==> config.mk <==
export PLATFORM = sky130hd
export DESIGN_NAME = uart_rx
export DESIGN_NICKNAME = d
export VERILOG_FILES = /design/src/rtl/uart_rx.sv
export SDC_FILE = /design/constraint.sdc
export NUM_CORES = 1
export LEC_CHECK = 0
export ABC_AREA = 1
export CORE_MARGIN = 8
export CORE_UTILIZATION = 40
export CTS_CLUSTER_SIZE = 20
export DETAILED_ROUTE_END_ITERATION = 10
export PLACE_DENSITY = 0.61
export SETUP_SLACK_MARGIN = 0.5
export SLEW_MARGIN = 15
export SYNTH_ARGS = -nofsm -noshare
export SYNTH_HDL_FRONTEND = slang
export SYNTH_SLANG_ARGS = --single-unit
==> constraint.sdc <==
create_clock -name clk -period 1.5 [get_ports clk]
set_input_delay 0.225 -clock clk [delete_from_list [all_inputs] [get_ports clk]]
set_output_delay 0.225 -clock clk [all_outputs]
set_load 0.005 [all_outputs]
==> src/rtl/uart_rx.sv <==
// UART receiver: 8N1 frames by default; define UART_RX_PARITY_EN to build the
// 8O1 variant (odd parity bit between the data bits and the stop bit).
module uart_rx #(
  parameter int CLK_FREQ  = 100_000_000,
  parameter int BAUD_RATE = 19_200
) (
  input  logic       clk,
  input  logic       rst_n,
  input  logic       din,
  output logic [7:0] dout,
  output logic       data_strobe,
  output logic       busy,
  output logic       rx_error
);

  localparam int BIT_CLOCKS  = CLK_FREQ / BAUD_RATE;
  localparam int HALF_CLOCKS = BIT_CLOCKS / 2;
  localparam int CNT_W       = (BIT_CLOCKS > 2) ? $clog2(BIT_CLOCKS) : 1;
  localparam logic [CNT_W-1:0] BIT_LAST  = CNT_W'(BIT_CLOCKS - 1);
  localparam logic [CNT_W-1:0] HALF_LAST = CNT_W'(HALF_CLOCKS - 1);

  typedef enum logic [2:0] {
    S_IDLE      = 3'd0,
    S_START     = 3'd1,
    S_DATA      = 3'd2,
    S_PARITY    = 3'd3,
    S_STOP      = 3'd4,
    S_WAIT_HIGH = 3'd5
  } state_e;

  state_e           state_q, state_d;
  logic [CNT_W-1:0] cnt_q, cnt_d;
  logic [2:0]       bit_cnt_q, bit_cnt_d;
  logic [7:0]       shift_q, shift_d;
  logic [7:0]       dout_q, dout_d;
  logic             strobe_q, strobe_d;
  logic             busy_q, busy_d;
  logic             err_q, err_d;
  logic             sync1_q, din_s;
  logic             cnt_last;
  logic             parity_bad;

  // Synchronizer flops reset high so a reset never looks like a start bit.
  always_ff @(posedge clk) begin
    if (!rst_n) begin
      sync1_q <= 1'b1;
      din_s   <= 1'b1;
    end else begin
      sync1_q <= din;
      din_s   <= sync1_q;
    end
  end

  assign cnt_last = (state_q == S_START) ? (cnt_q == HALF_LAST) : (cnt_q == BIT_LAST);

`ifdef UART_RX_PARITY_EN
  logic parity_q, parity_d;
  assign parity_bad = ~(^{shift_q, parity_q});
`else
  assign parity_bad = 1'b0;
`endif

  // State register
  always_ff @(posedge clk) begin
    if (!rst_n) state_q <= S_IDLE;
    else        state_q <= state_d;
  end

  // Next-state logic
  always_comb begin
    state_d = state_q;
    case (state_q)
      S_IDLE:      if (!din_s) state_d = S_START;
      S_START:     if (cnt_last) state_d = din_s ? S_IDLE : S_DATA;
`ifdef UART_RX_PARITY_EN
      S_DATA:      if (cnt_last && bit_cnt_q == 3'd7) state_d = S_PARITY;
      S_PARITY:    if (cnt_last) state_d = S_STOP;
`else
      S_DATA:      if (cnt_last && bit_cnt_q == 3'd7) state_d = S_STOP;
`endif
      S_STOP:      if (cnt_last) state_d = din_s ? S_IDLE : S_WAIT_HIGH;
      S_WAIT_HIGH: if (din_s) state_d = S_IDLE;
      default:     state_d = S_IDLE;
    endcase
  end

  // Datapath and output updates
  always_comb begin
    cnt_d     = cnt_q + CNT_W'(1);
    bit_cnt_d = bit_cnt_q;
    shift_d   = shift_q;
    dout_d    = dout_q;
    strobe_d  = 1'b0;
    busy_d    = busy_q;
    err_d     = err_q;
`ifdef UART_RX_PARITY_EN
    parity_d  = parity_q;
`endif
    if (state_d != state_q || cnt_last || state_q == S_IDLE || state_q == S_WAIT_HIGH)
      cnt_d = '0;
    case (state_q)
      S_IDLE:  if (!din_s) busy_d = 1'b1;
      S_START: begin
        bit_cnt_d = 3'd0;
        if (cnt_last && din_s) busy_d = 1'b0;
      end
      S_DATA: if (cnt_last) begin
        shift_d   = {din_s, shift_q[7:1]};
        bit_cnt_d = bit_cnt_q + 3'd1;
      end
`ifdef UART_RX_PARITY_EN
      S_PARITY: if (cnt_last) parity_d = din_s;
`endif
      S_STOP: if (cnt_last) begin
        dout_d   = shift_q;
        strobe_d = 1'b1;
        busy_d   = 1'b0;
        err_d    = ~din_s | parity_bad;
      end
      default: ;
    endcase
  end

  always_ff @(posedge clk) begin
    if (!rst_n) begin
      cnt_q     <= '0;
      bit_cnt_q <= 3'd0;
      shift_q   <= 8'h00;
      dout_q    <= 8'h00;
      strobe_q  <= 1'b0;
      busy_q    <= 1'b0;
      err_q     <= 1'b0;
`ifdef UART_RX_PARITY_EN
      parity_q  <= 1'b0;
`endif
    end else begin
      cnt_q     <= cnt_d;
      bit_cnt_q <= bit_cnt_d;
      shift_q   <= shift_d;
      dout_q    <= dout_d;
      strobe_q  <= strobe_d;
      busy_q    <= busy_d;
      err_q     <= err_d;
`ifdef UART_RX_PARITY_EN
      parity_q  <= parity_d;
`endif
    end
  end

  assign dout        = dout_q;
  assign data_strobe = strobe_q;
  assign busy        = busy_q;
  assign rx_error    = err_q;

endmodule

# Word level (Yosys, flattened, before mapping)
# Cells that the tools add are included.
[classes]
addsub = 2
eq_ne = 12
mux = 16
bitwise_logic = 2
n_reduce_logical = 14
[op_table]
columns = ["op", "n"]
rows = [
  ["3-bit two-way mux", 7],
  ["3-bit case mux with 5 select lines", 1],
  ["13-bit by 1-bit adder with 13-bit output (second input constant)", 1],
  ["13-bit by 12-bit equality test with 1-bit output (second input constant)", 1],
  ["13-bit equality test (second input constant)", 1],
  ["3-bit equality test (second input constant)", 3],
  ["2-bit AND reduction", 4],
  ["2-bit != test (second input constant)", 3],
  ["3-bit case mux with 2 select lines", 1],
  ["1-bit two-way mux", 5],
  ["4-bit AND reduction", 1],
  ["3-bit by 1-bit adder with 3-bit output (second input constant)", 1],
  ["3-bit by 1-bit equality test with 1-bit output (second input constant)", 1],
  ["3-bit by 2-bit equality test with 1-bit output (second input constant)", 1],
  ["3-bit logical NOT", 1],
  ["1-bit logical OR", 3],
  ["3-bit != test", 1],
  ["1-bit case mux with 3 select lines", 1],
  ["3-bit nonzero test", 1],
  ["1-bit logical AND", 2],
  ["2-bit two-way mux", 1],
  ["2-bit by 1-bit != test with 1-bit output (second input constant)", 1],
  ["1-bit NOT", 2],
  ["2-bit nonzero test", 1],
  ["2-bit OR reduction", 1],
]
[totals]
ff_bits = 40
input_bits = 3
out_inout_bits = 11

# Longest topological paths before layout
# Gate-level depths: netlist of run 1.
[depth]
ltp_word = 10
depth_mapped = 11
ltp_nobuf = 11

# Least setup slack after synthesis of run 1
# OpenSTA, ideal clock, no wires.
[synth_timing]
path_type = "register to register"
from = "register cnt_q[0]"
to = "register cnt_q[12]"
setup_time_ps = 70
arrival_time_ps = 1389
path_slack_ps = 41
path_stages_with_launch = 9
n_path_buf = 0
cell_sequence = "dfxtp_1 > ha_1 > nand2_1 > nor3_2 > nand3_1 > inv_1 > nand4_1 > or2_0 > a21oi_1"
[synth_via]
elab_chain_cells = 10
elab_cells_between_ends = 14
[synth_lines]
columns = ["item", "line_no", "rtl"]
rows = [
  ["start, declared", "32", "logic [CNT_W-1:0] cnt_q, cnt_d;"],
  ["start signal, assigned", "137", "cnt_q <= cnt_d;"],
  ["13-bit equality test / 13-bit by 12-bit equality test with 1-bit output (equally long branches)", "54", "assign cnt_last = (state_q == S_START) ? (cnt_q == HALF_LAST) : (cnt_q == BIT_LAST);"],
  ["1-bit two-way mux", "54", ""],
  ["1-bit logical AND", "79", "S_DATA: if (cnt_last && bit_cnt_q == 3'd7) state_d = S_STOP;"],
  ["3-bit two-way mux", "79", ""],
  ["3-bit case mux with 5 select lines", "72", "case (state_q)"],
  ["3-bit != test", "99", "if (state_d != state_q || cnt_last || state_q == S_IDLE || state_q == S_WAIT_HIGH)"],
  ["1-bit logical OR (3 in a row)", "99", ""],
  ["2-bit OR reduction (no source line)", "-", ""],
]
# Parallel ways exist; a longest one is shown, timed or not.
# A chain may end at the register's enable or synchronous reset.

# Worst setup path after layout of run 1
[layout_timing]
from = "register cnt_q[5]"
to = "register shift_q[0]"
[layout_via]
elab_chain_cells = 3
elab_cells_between_ends = 4
[layout_lines]
columns = ["item", "line_no", "rtl"]
rows = [
  ["13-bit equality test / 13-bit by 12-bit equality test with 1-bit output (equally long branches)", "54", ""],
  ["1-bit two-way mux (*)", "54", ""],
  ["2-bit AND reduction (no source line) (*)", "-", ""],
  ["end signal, assigned", "139", "shift_q <= shift_d;"],
  ["end, declared", "34", "logic [7:0] shift_q, shift_d;"],
]
# Mark *: on every way between the ends. The rest lies on a longest branch, timed or not.

==> key figures, run 1 <==
Run status
  • Status: finished, violations left
  • Violated checks: setup timing

Logic synthesis
  • Leading area contributor after synthesis: dfxtp_1
  • Area of the mapped netlist: 1820 sq um
  • Synth Area per Inst: 7.68 sq um
  • Synth Register Bits: 40
  • Mapped Nets: between 200 and 250
  • Synthesized netlist cell count: between 200 and 250
  • Cell variety after synth: 30
  • Share of the synthesized area in the top cell type: 44.0%
  • Synth warnings: 0
  • Area contributors post-synth: dfxtp_1 (44%), a21oi_1 (9.1%), nand3_1 (9.1%)
  • Seq/Total Area, Yosys: approximately 44%

Timing
  • Period minus WS final: roughly 1.5 ns
  • Max-slew violation count: 0
  • Endpoints failing setup: 4
  • Crit share post-route: 101%
  • Hold Vio Cnt, Final: 0
  • Max Clock Freq: ~0.66 GHz
  • Final setup TNS: -0.0447 ns
  • Final WS setup: -0.0225 ns
  • Worst-margin pin slew: roughly 0.37 ns
  • Setup repair after global routing missed its margin: true
  • Max-slew headroom at the worst pin: roughly three quarters
  • Fin Clk Skew: about 0.012 ns

Layout
  • Fillcell total: a little under 300
  • Diodes inserted: 0
  • Ratio of cells with drive above 1 in the final layout: approximately two thirds
  • Commonest non-fill, non-tap cell in the layout: buf_4
  • Total Nets Final: 308
  • Most used cells in the layout excluding fill and tap cells: buf_4 (38), nand3_2 (21), nand2_1 (21), a21oi_2 (21), nand2_2 (18)
  • Cell area after layout: 3060 sq um
  • Area grow syn2layout: 68.3%

Clocking
  • Root buffer cell: clkbuf_8
  • Post-CTS Hold Buffers: 0
  • Clock tree sinks: 40
  • TritonCTS Buffers: 5
  • CTS tree: done
  • Clock Latency Late Sink: 0.31 ns
  • Clock Tree Buf Depth: 2
  • Worst-path clk slew: around 0.090 ns
  • H-tree levels: 2

Worst setup path
  • WP data arrival: around 1.8 ns
  • Worst endpoint required time: roughly 1.7 ns
  • CP startpoint kind: register
  • Critical setup path kind: reg2reg
  • CP Capture Type: register
  • Crit Path Max Fanout: 8

GRT
  • Pin count of the biggest net entering global routing: 21
  • Initial antenna violation count: 0
  • Grt total ovfl: 0
  • Vias in the first global route: between 1500 and 2000
  • First-pass GRT wire length: a little over 8000 um
  • Total GRT Usage: a little over an eighth

Route
  • Routed Antenna Nets: 0
  • Wirelength per Cell: 16.8 um
  • Avg Vias per Cell: between 5 and 6
  • Via count: between 1500 and 2000
  • Wirelength, routed: 5980 um
  • Residual DRC: 0
  • Initial DRC Count: ~200
  • Initial DRT Pass Iterations: 4

Die
  • Die W: approximately 83 um
  • Row cnt: 24
  • Initial Util: between 40% and 50%
  • # IOs: 14
  • Core area: 4380 sq um
  • Die height: between 80 and 90 um
  • Die footprint: a little under 7000 sq um

Place
  • Area after DPL: 2120 sq um
  • HPWL Detailed: about 2800 um
  • IO Port Bufs: 13
  • Placer Congestion: 0.761
  • DP Worst Slack: -0.0150 ns

Power and ir drop
  • Sw frac: between 20% and 30%
  • Sw power: between 0.4 and 0.5 mW
  • Clock share of power: 45.2%
  • Worst vdd ir: around 520 uV
  • Power Dens Cells: roughly 700 nW/um^2
  • Gate power share: under 10%
  • Leakage power: about 1.1 nW
  • Internal power: 1.65 mW
  • Reg power frac: about half
  • Total power: between 2 and 2.5 mW

Worst hold path
  • Worst min path class: reg2reg

Job
  • Max Cap Viol: 0
[path summary, 6_finish.rpt]
check | cells past startpoint | startpoint | slack (ns) | end
hold / removal | 1 | sync1_q | 0.43 | din_s
setup / recovery | 10 | cnt_q[5] | -0.02 | shift_q[0]
setup reg to reg | 10 | cnt_q[5] | -0.02 | shift_q[0]
hold reg to reg | 1 | sync1_q | 0.43 | din_s
[per-stage QoR]
step | instances | hold slack, ns | util (%)
6_report | 355 | 0.432 | 69.8
4_1_cts | 339 | 0.427 | 58.5
5_1_grt | 355 | 0.439 | 69.8
3_5_place_dp | 307 | 0.405 | 48.4
2_1_floorplan | 237 | 0.332 | -
3_3_place_gp | 307 | 0.393 | 48.4
[cell families after synthesis]
logic type / count (synthesis) / share of synthesized area [%]
fa+ha+maj: 3 / 2.06
flops: 40 / 44.0
buf+inv: 32 / 9.01
simple gates: 120 / 32.3
xor+xnor: 5 / 2.41
compound gates: 37 / 10.2
[layer usage]
metal | routed length [um] | GRT usage, %
met4 | 170 | 5.02
met2 | 3050 | 22.5
met5 | 0 | 0
met3 | 189 | 3.61
met1 | 2570 | 16.2
[cells in the mapped netlist, drive strengths merged]
cell type / count
a21oi: 33
buf: 6
clkbuf: 2
clkinv: 1
dfxtp: 40
ha: 3
inv: 23
nand2: 48
nand3: 36
nand4: 6
nor2: 21
nor3: 2
nor3b: 1
nor4: 2
o21ai: 3
o22ai: 1
or2: 4
xor2: 5
[flip-flops by register name (all words and copies together), names as in the netlist]
signal,flops
dout,8
state_q,3
din_s,1
busy,1
cnt_q,13
shift_q,8
sync1_q,1
rx_error,1
bit_cnt_q,3
data_strobe,1
[critical path, stage by stage (launching register included)]
cell,delay (ns)
dfxtp_2,0.35
inv_2,0.08
nand2_1,0.06
nor2_2,0.13
nand3_2,0.09
nand2_2,0.10
nand3_4,0.12
clkinv_8,0.12
clkbuf_16,0.16
nand3_1,0.06
a21oi_1,0.17
[repair_timing]
action	CTS	global route
endpoints found under the setup margin	51	41
setup buffers	22	14
gates resized for setup	100	88
pin swaps	24	37
gates cloned	2	2
[area by class of cell]
class	count	area [sq um]	share of cell area [%]
clock buffers	6	82.6	2.70
well taps	52	65.1	2.13
flip-flops and latches	40	845	27.6
clock inverters	2	38.8	1.27
inverters	24	111	3.64
repair buffers	64	589	19.2
multi-input cells	167	1330	43.4
[power by group through the flow]
stage / clock network (mW) / registers (mW) / logic, mW
3_5_place_dp: 0 / 1.10 / 0.0694
5_1_grt: 1.01 / 1.07 / 0.114
2_1_floorplan: 0 / 1.10 / 0.0436
4_1_cts: 0.960 / 1.07 / 0.0791
6_report: 0.968 / 1.07 / 0.108
3_3_place_gp: 0 / 1.10 / 0.0704
(Power assumes the default switching activity.)
==> inputs of run 2 (changes only) <==
--- a/config.mk
+++ b/config.mk
@@ -11,7 +11,7 @@
 export CTS_CLUSTER_SIZE = 20
 export DETAILED_ROUTE_END_ITERATION = 10
 export PLACE_DENSITY = 0.61
-export SETUP_SLACK_MARGIN = 0.5
+export SETUP_SLACK_MARGIN = 0.05
 export SLEW_MARGIN = 15
 export SYNTH_ARGS = -nofsm -noshare
 export SYNTH_HDL_FRONTEND = slang
==> key figures, run 2 (same netlist as run 1, synthesis figures left out) <==
Place
  • Area after DPL: ~2100 sq um
  • DP Worst Slack: -0.0921 ns
  • IO Port Bufs: 13
  • Placed cells: 313
  • Placer Congestion: ~0.85
  • HPWL Detailed: about 2700 um

Timing
  • Setup repair after global routing missed its margin: true
  • Crit share post-route: 101%
  • Final setup TNS: -0.00798 ns
  • Hold Vio Cnt, Final: 0
  • Max-slew headroom at the worst pin: 75.7%
  • Final WS setup: -0.00798 ns
  • Max-slew violation count: 0
  • Max Clock Freq: between 0.6 and 0.7 GHz
  • Period minus WS final: 1.51 ns
  • Worst-margin pin slew: 0.361 ns
  • Fin Clk Skew: about 0.0075 ns
  • Endpoints failing setup: 1
  • Hold slack: roughly 0.42 ns

Route
  • Initial DRC Count: between 150 and 200
  • Routed Antenna Nets: 0
  • Avg Vias per Cell: between 5 and 6
  • Wirelength, routed: approximately 4700 um
  • Residual DRC: 0
  • Via count: roughly 1800
  • Wirelength per Cell: between 10 and 15 um
  • Initial DRT Pass Iterations: 4

Layout
  • Fillcell total: ~340
  • Commonest non-fill, non-tap cell in the layout: nand2_1
  • Diodes inserted: 0
  • Ratio of cells with drive above 1 in the final layout: between 40% and 50%
  • Area grow syn2layout: 51.8%
  • Largest register FFs: 13
  • Total Nets Final: 293
  • Largest register by flop count: cnt_q
  • Final Non-Filler Cells: 340
  • Cell area after layout: about 2800 sq um
  • Most used cells in the layout excluding fill and tap cells: nand2_1 (39), buf_4 (29), dfxtp_1 (28)

Power and ir drop
  • Clock share of power: between 40 and 50%
  • Power Dens Cells: approximately 770 nW/um^2
  • Worst vdd ir: between 500 and 600 uV
  • Leakage power: approximately 1 nW
  • Sw frac: 20.5%
  • Gate power share: under 10%
  • Sw power: 0.436 mW
  • Reg power frac: about half
  • Internal power: between 1.5 and 2 mW

Worst setup path
  • CP Capture Type: register
  • Worst endpoint required time: 1.73 ns
  • CP startpoint kind: register
  • Critical setup path kind: reg2reg
  • WP data arrival: 1.73 ns
  • Crit Path Max Fanout: 7

Clocking
  • Post-CTS Hold Buffers: 0
  • Root buffer cell: clkbuf_8
  • Clock Tree Buf Depth: 2
  • Clock tree sinks: 40
  • Worst-path clk slew: ~0.080 ns
  • H-tree levels: 2
  • Clock Latency Late Sink: 0.29 ns
  • CTS tree: done
  • TritonCTS Buffers: 5

GRT
  • Initial antenna violation count: 0
  • Vias in the first global route: about 1600
  • Total GRT Usage: approximately an eighth
  • Pin count of the biggest net entering global routing: 21
  • First-pass GRT wire length: roughly 7000 um
  • Grt total ovfl: 0

Die
  • Die W: about 83 um
  • Die footprint: just under 7000 sq um
  • # IOs: 14
  • Row cnt: 24
  • Initial Util: slightly above 40%
  • Core area: between 4000 and 5000 sq um
  • Die height: 83.4 um

Job
  • Max Cap Viol: 0

Run status
  • Violated checks: setup timing
  • Status: finished, violations left

Worst hold path
  • Worst min path class: reg2reg
## run 2: worst paths after layout
| kind | start | to | slack (ns) | cells past startpoint |
|---|---|---|---|---|
| setup / recovery | cnt_q[4] | shift_q[1] | -0.008 | 10 |
| hold / removal | sync1_q | din_s | 0.42 | 1 |
| setup reg to reg | cnt_q[4] | shift_q[1] | -0.008 | 10 |
| hold reg to reg | sync1_q | din_s | 0.42 | 1 |
## run 2: cell type report
type	count	area (sq um)	area share (%)
timing repair buffer	50	490	17.8
inverter	24	105	3.81
clock inverter	1	30.0	1.09
tap	52	65.1	2.36
multi-input combinational	166	1150	41.5
clock buffer	7	96.3	3.49
sequential	40	828	30.0
## run 2: metal layers
metal	part of all wire, %	wire, um	GRT usage (%)	vias up
met1	46	2150	14.6	829
met2	48	2270	19.0	47
li1	-	-	-	887
met4	1.6	74	4.24	0
met5	0	0	0	-
met3	4.3	202	3.32	8
## run 2: stage by stage
step | utilization [%] | power, mW
3_5_place_dp | 48.3 | 1.17
5_1_grt | 63.0 | 2.20
3_3_place_gp | 48.3 | 1.17
6_report | 63.0 | 2.12
4_1_cts | 53.0 | 2.13
2_1_floorplan | - | 1.14
## run 2: power by group through the flow
stage | logic (mW) | registers [mW] | clock network, mW
2_1_floorplan | 0.0399 | 1.10 | 0
3_5_place_dp | 0.0719 | 1.10 | 0
5_1_grt | 0.0948 | 1.07 | 1.04
6_report | 0.0871 | 1.07 | 0.968
4_1_cts | 0.0753 | 1.07 | 0.985
3_3_place_gp | 0.0725 | 1.10 | 0
## run 2: what timing repair did
item	CTS	global route
pin swaps	3	29
setup endpoints to repair	24	38
resized for setup	18	71
setup buffers	4	13
cloned	0	2
## run 2: critical path: stages (launching register included)
cell       delay [ns]
dfxtp_2          0.34
inv_1            0.09
nand2_2          0.08
nor2_4           0.12
nand3_2          0.09
nand2_2          0.11
nand3_4          0.12
clkinv_8         0.11
clkbuf_16        0.16
nand3_1          0.08
a21oi_1          0.15
==> inputs of run 3 (changes only) <==
--- a/config.mk
+++ b/config.mk
@@ -11,7 +11,7 @@
 export CTS_CLUSTER_SIZE = 20
 export DETAILED_ROUTE_END_ITERATION = 10
 export PLACE_DENSITY = 0.61
-export SETUP_SLACK_MARGIN = 0.05
+export SETUP_SLACK_MARGIN = 0.1
 export SLEW_MARGIN = 15
 export SYNTH_ARGS = -nofsm -noshare
 export SYNTH_HDL_FRONTEND = slang
==> key figures, run 3 (same netlist as run 1, synthesis figures left out) <==
Timing
  • Hold Vio Cnt, Final: 0
  • Max-slew headroom at the worst pin: 75.9%
  • Crit share post-route: 103%
  • Period minus WS final: about 1.5 ns
  • Max Clock Freq: between 0.6 and 0.7 GHz
  • Fin Clk Skew: between 0.015 and 0.02 ns
  • Worst-margin pin slew: 0.358 ns
  • Endpoints failing setup: 1
  • Final WS setup: -0.0424 ns
  • Setup repair after global routing missed its margin: true
  • Max-slew violation count: 0

Route
  • Initial DRC Count: ~120
  • DR WL met3: between 150 and 200 um
  • Residual DRC: 0
  • Initial DRT Pass Iterations: 4
  • Met1 WL: approximately 2300 um
  • Via count: 1772
  • Wirelength, routed: roughly 5000 um
  • WL met2: between 2000 and 3000 um
  • Wirelength per Cell: approximately 15 um
  • Max Used Layer: met4
  • Routed Antenna Nets: 0
  • Avg Vias per Cell: around 5.2

Worst setup path
  • Worst endpoint required time: roughly 1.7 ns
  • WP data arrival: 1.76 ns
  • Reg2reg start: cnt_q[10]
  • CP Capture Type: register
  • Critical Path Stages: 10
  • Top cell by count, worst path: nand2_2
  • CP startpoint: cnt_q[10]
  • Crit Path Max Fanout: 8
  • Worst R2R Setup Slack: -0.04 ns
  • Delay-heaviest family, CP: simple AND/OR/NAND/NOR gates
  • CP cell instances: inv_1 > nand2_2 > nor2_4 > nand3_2 > nand2_2 > nand3_4 > clkinv_8 > clkbuf_16 > nand3_1 > a21oi_1
  • CP max stage cell: dfxtp_2
  • Reg-to-Reg End: shift_q[5]
  • CP peak stage delay: approximately 0.34 ns
  • CP startpoint kind: register
  • FF-to-FF path depth: 10
  • Crit path capture: shift_q[5]
  • Critical setup path kind: reg2reg
  • Buf/Inv on CP: 3

Power and ir drop
  • Worst vdd ir: around 530 uV
  • Power Dens Cells: 680 nW/um^2
  • Total power: around 1.9 mW
  • Internal power: between 1 and 1.5 mW
  • Leakage power: about 1.0 nW
  • Sw frac: 24.2%
  • Reg power frac: 55.1%
  • Clock share of power: between 40% and 50%
  • Gate power share: under 10%
  • Sw power: 0.468 mW

Die
  • Row cnt: 24
  • Die W: 83.4 um
  • Core area: about 4400 sq um
  • Die height: roughly 83 um
  • Die footprint: a little under 7000 sq um
  • Initial Util: 41.5%
  • # IOs: 14

Layout
  • Largest register FFs: 13
  • Largest register by flop count: cnt_q
  • Fillcell total: 327
  • Total Nets Final: around 300
  • Area grow syn2layout: 56.6%
  • Commonest non-fill, non-tap cell in the layout: nand2_1
  • Ratio of cells with drive above 1 in the final layout: approximately half
  • Multi-input logic area: 1240 sq um
  • Diodes inserted: 0
  • Flip-flop and latch area: a little over 800 sq um
  • Most used cells in the layout excluding fill and tap cells: nand2_1 (30), buf_4 (26), dfxtp_1 (22)
  • Final Non-Filler Cells: 339

Job
  • Max Cap Viol: 0

Clocking
  • H-tree levels: 2
  • CTS tree: done
  • Clock tree sinks: 40
  • Clock Tree Buf Depth: 2
  • Root buffer cell: clkbuf_8
  • Clock Latency Late Sink: about 0.30 ns
  • TritonCTS Buffers: 5
  • Post-CTS Hold Buffers: 0
  • Worst-path clk slew: approximately 0.080 ns

Worst hold path
  • Worst min path class: reg2reg

GRT
  • Pin count of the biggest net entering global routing: 20
  • First-pass GRT wire length: roughly 7300 um
  • Initial antenna violation count: 0
  • Vias in the first global route: around 1600
  • Total GRT Usage: between 10% and 20%
  • Grt total ovfl: 0

Run status
  • Status: finished, violations left
  • Violated checks: setup timing

Place
  • Placer Congestion: 0.803
  • HPWL Detailed: about 2900 um
  • Placed cells: approximately 310
  • IO Port Bufs: 13
-- run 3: worst min path at each step --
stage / startpoint / to / slack, ns / cells after the start
after CTS: sync1_q / din_s / 0.43 / 1
final: sync1_q / din_s / 0.43 / 1
after global placement: sync1_q / din_s / 0.39 / 1
after detailed placement: sync1_q / din_s / 0.40 / 1
after global routing: sync1_q / din_s / 0.45 / 1
after floorplan: din / sync1_q / 0.33 / 1
-- run 3: stage by stage --
step	worst slack [ns]	cell area (sq um)	TNS [ns]	util [%]	hold WS, ns
after floorplan	0.101	1830	0	-	0.332
after global placement	-0.0130	2120	-0.0130	48.3	0.394
after detailed placement	-0.0261	2120	-0.0295	48.3	0.398
after CTS	0.0577	2380	0	54.2	0.428
after global routing	-0.106	2850	-0.896	65.0	0.452
final	-0.0424	2850	-0.0424	65.0	0.428
-- run 3: power groups by stage --
stage	Combinational (mW)	Clock, mW	Sequential [mW]
global route	0.0917	0.840	1.07
global placement	0.0709	0	1.10
floorplan	0.0399	0	1.10
detailed placement	0.0706	0	1.10
CTS	0.0735	0.789	1.07
finish	0.0850	0.784	1.07
-- run 3: per-layer routing --
| layer | vias to the layer above | track usage, % |
|---|---|---|
| met4 | 0 | 4.71 |
| met2 | 32 | 19.8 |
| met5 | - | 0 |
| li1 | 890 | - |
| met1 | 846 | 15.3 |
| met3 | 4 | 3.32 |
-- run 3: worst reg2reg max path, delay by kind of cell (launching register included) --
kind            cells  cell delay [ns]
flops               1             0.34
buf+inv             3             0.37
compound gates      1             0.17
simple gates        6             0.59
-- run 3: timing repair --
item | CTS | global route
cloned | 1 | 3
pin swaps | 4 | 33
endpoints found under the hold margin | 0 | 0
gates resized for setup | 27 | 91
buffers inserted | 8 | 7
setup endpoints to repair | 36 | 46
-- run 3: layout make-up --
| cell class | count | share of cell area (%) |
|---|---|---|
| inverter | 24 | 3.69 |
| multi-input combinational | 166 | 43.5 |
| sequential | 40 | 29.2 |
| tap | 52 | 2.28 |
| clock buffer | 6 | 2.90 |
| timing repair buffer | 49 | 18.0 |
| clock inverter | 2 | 0.527 |
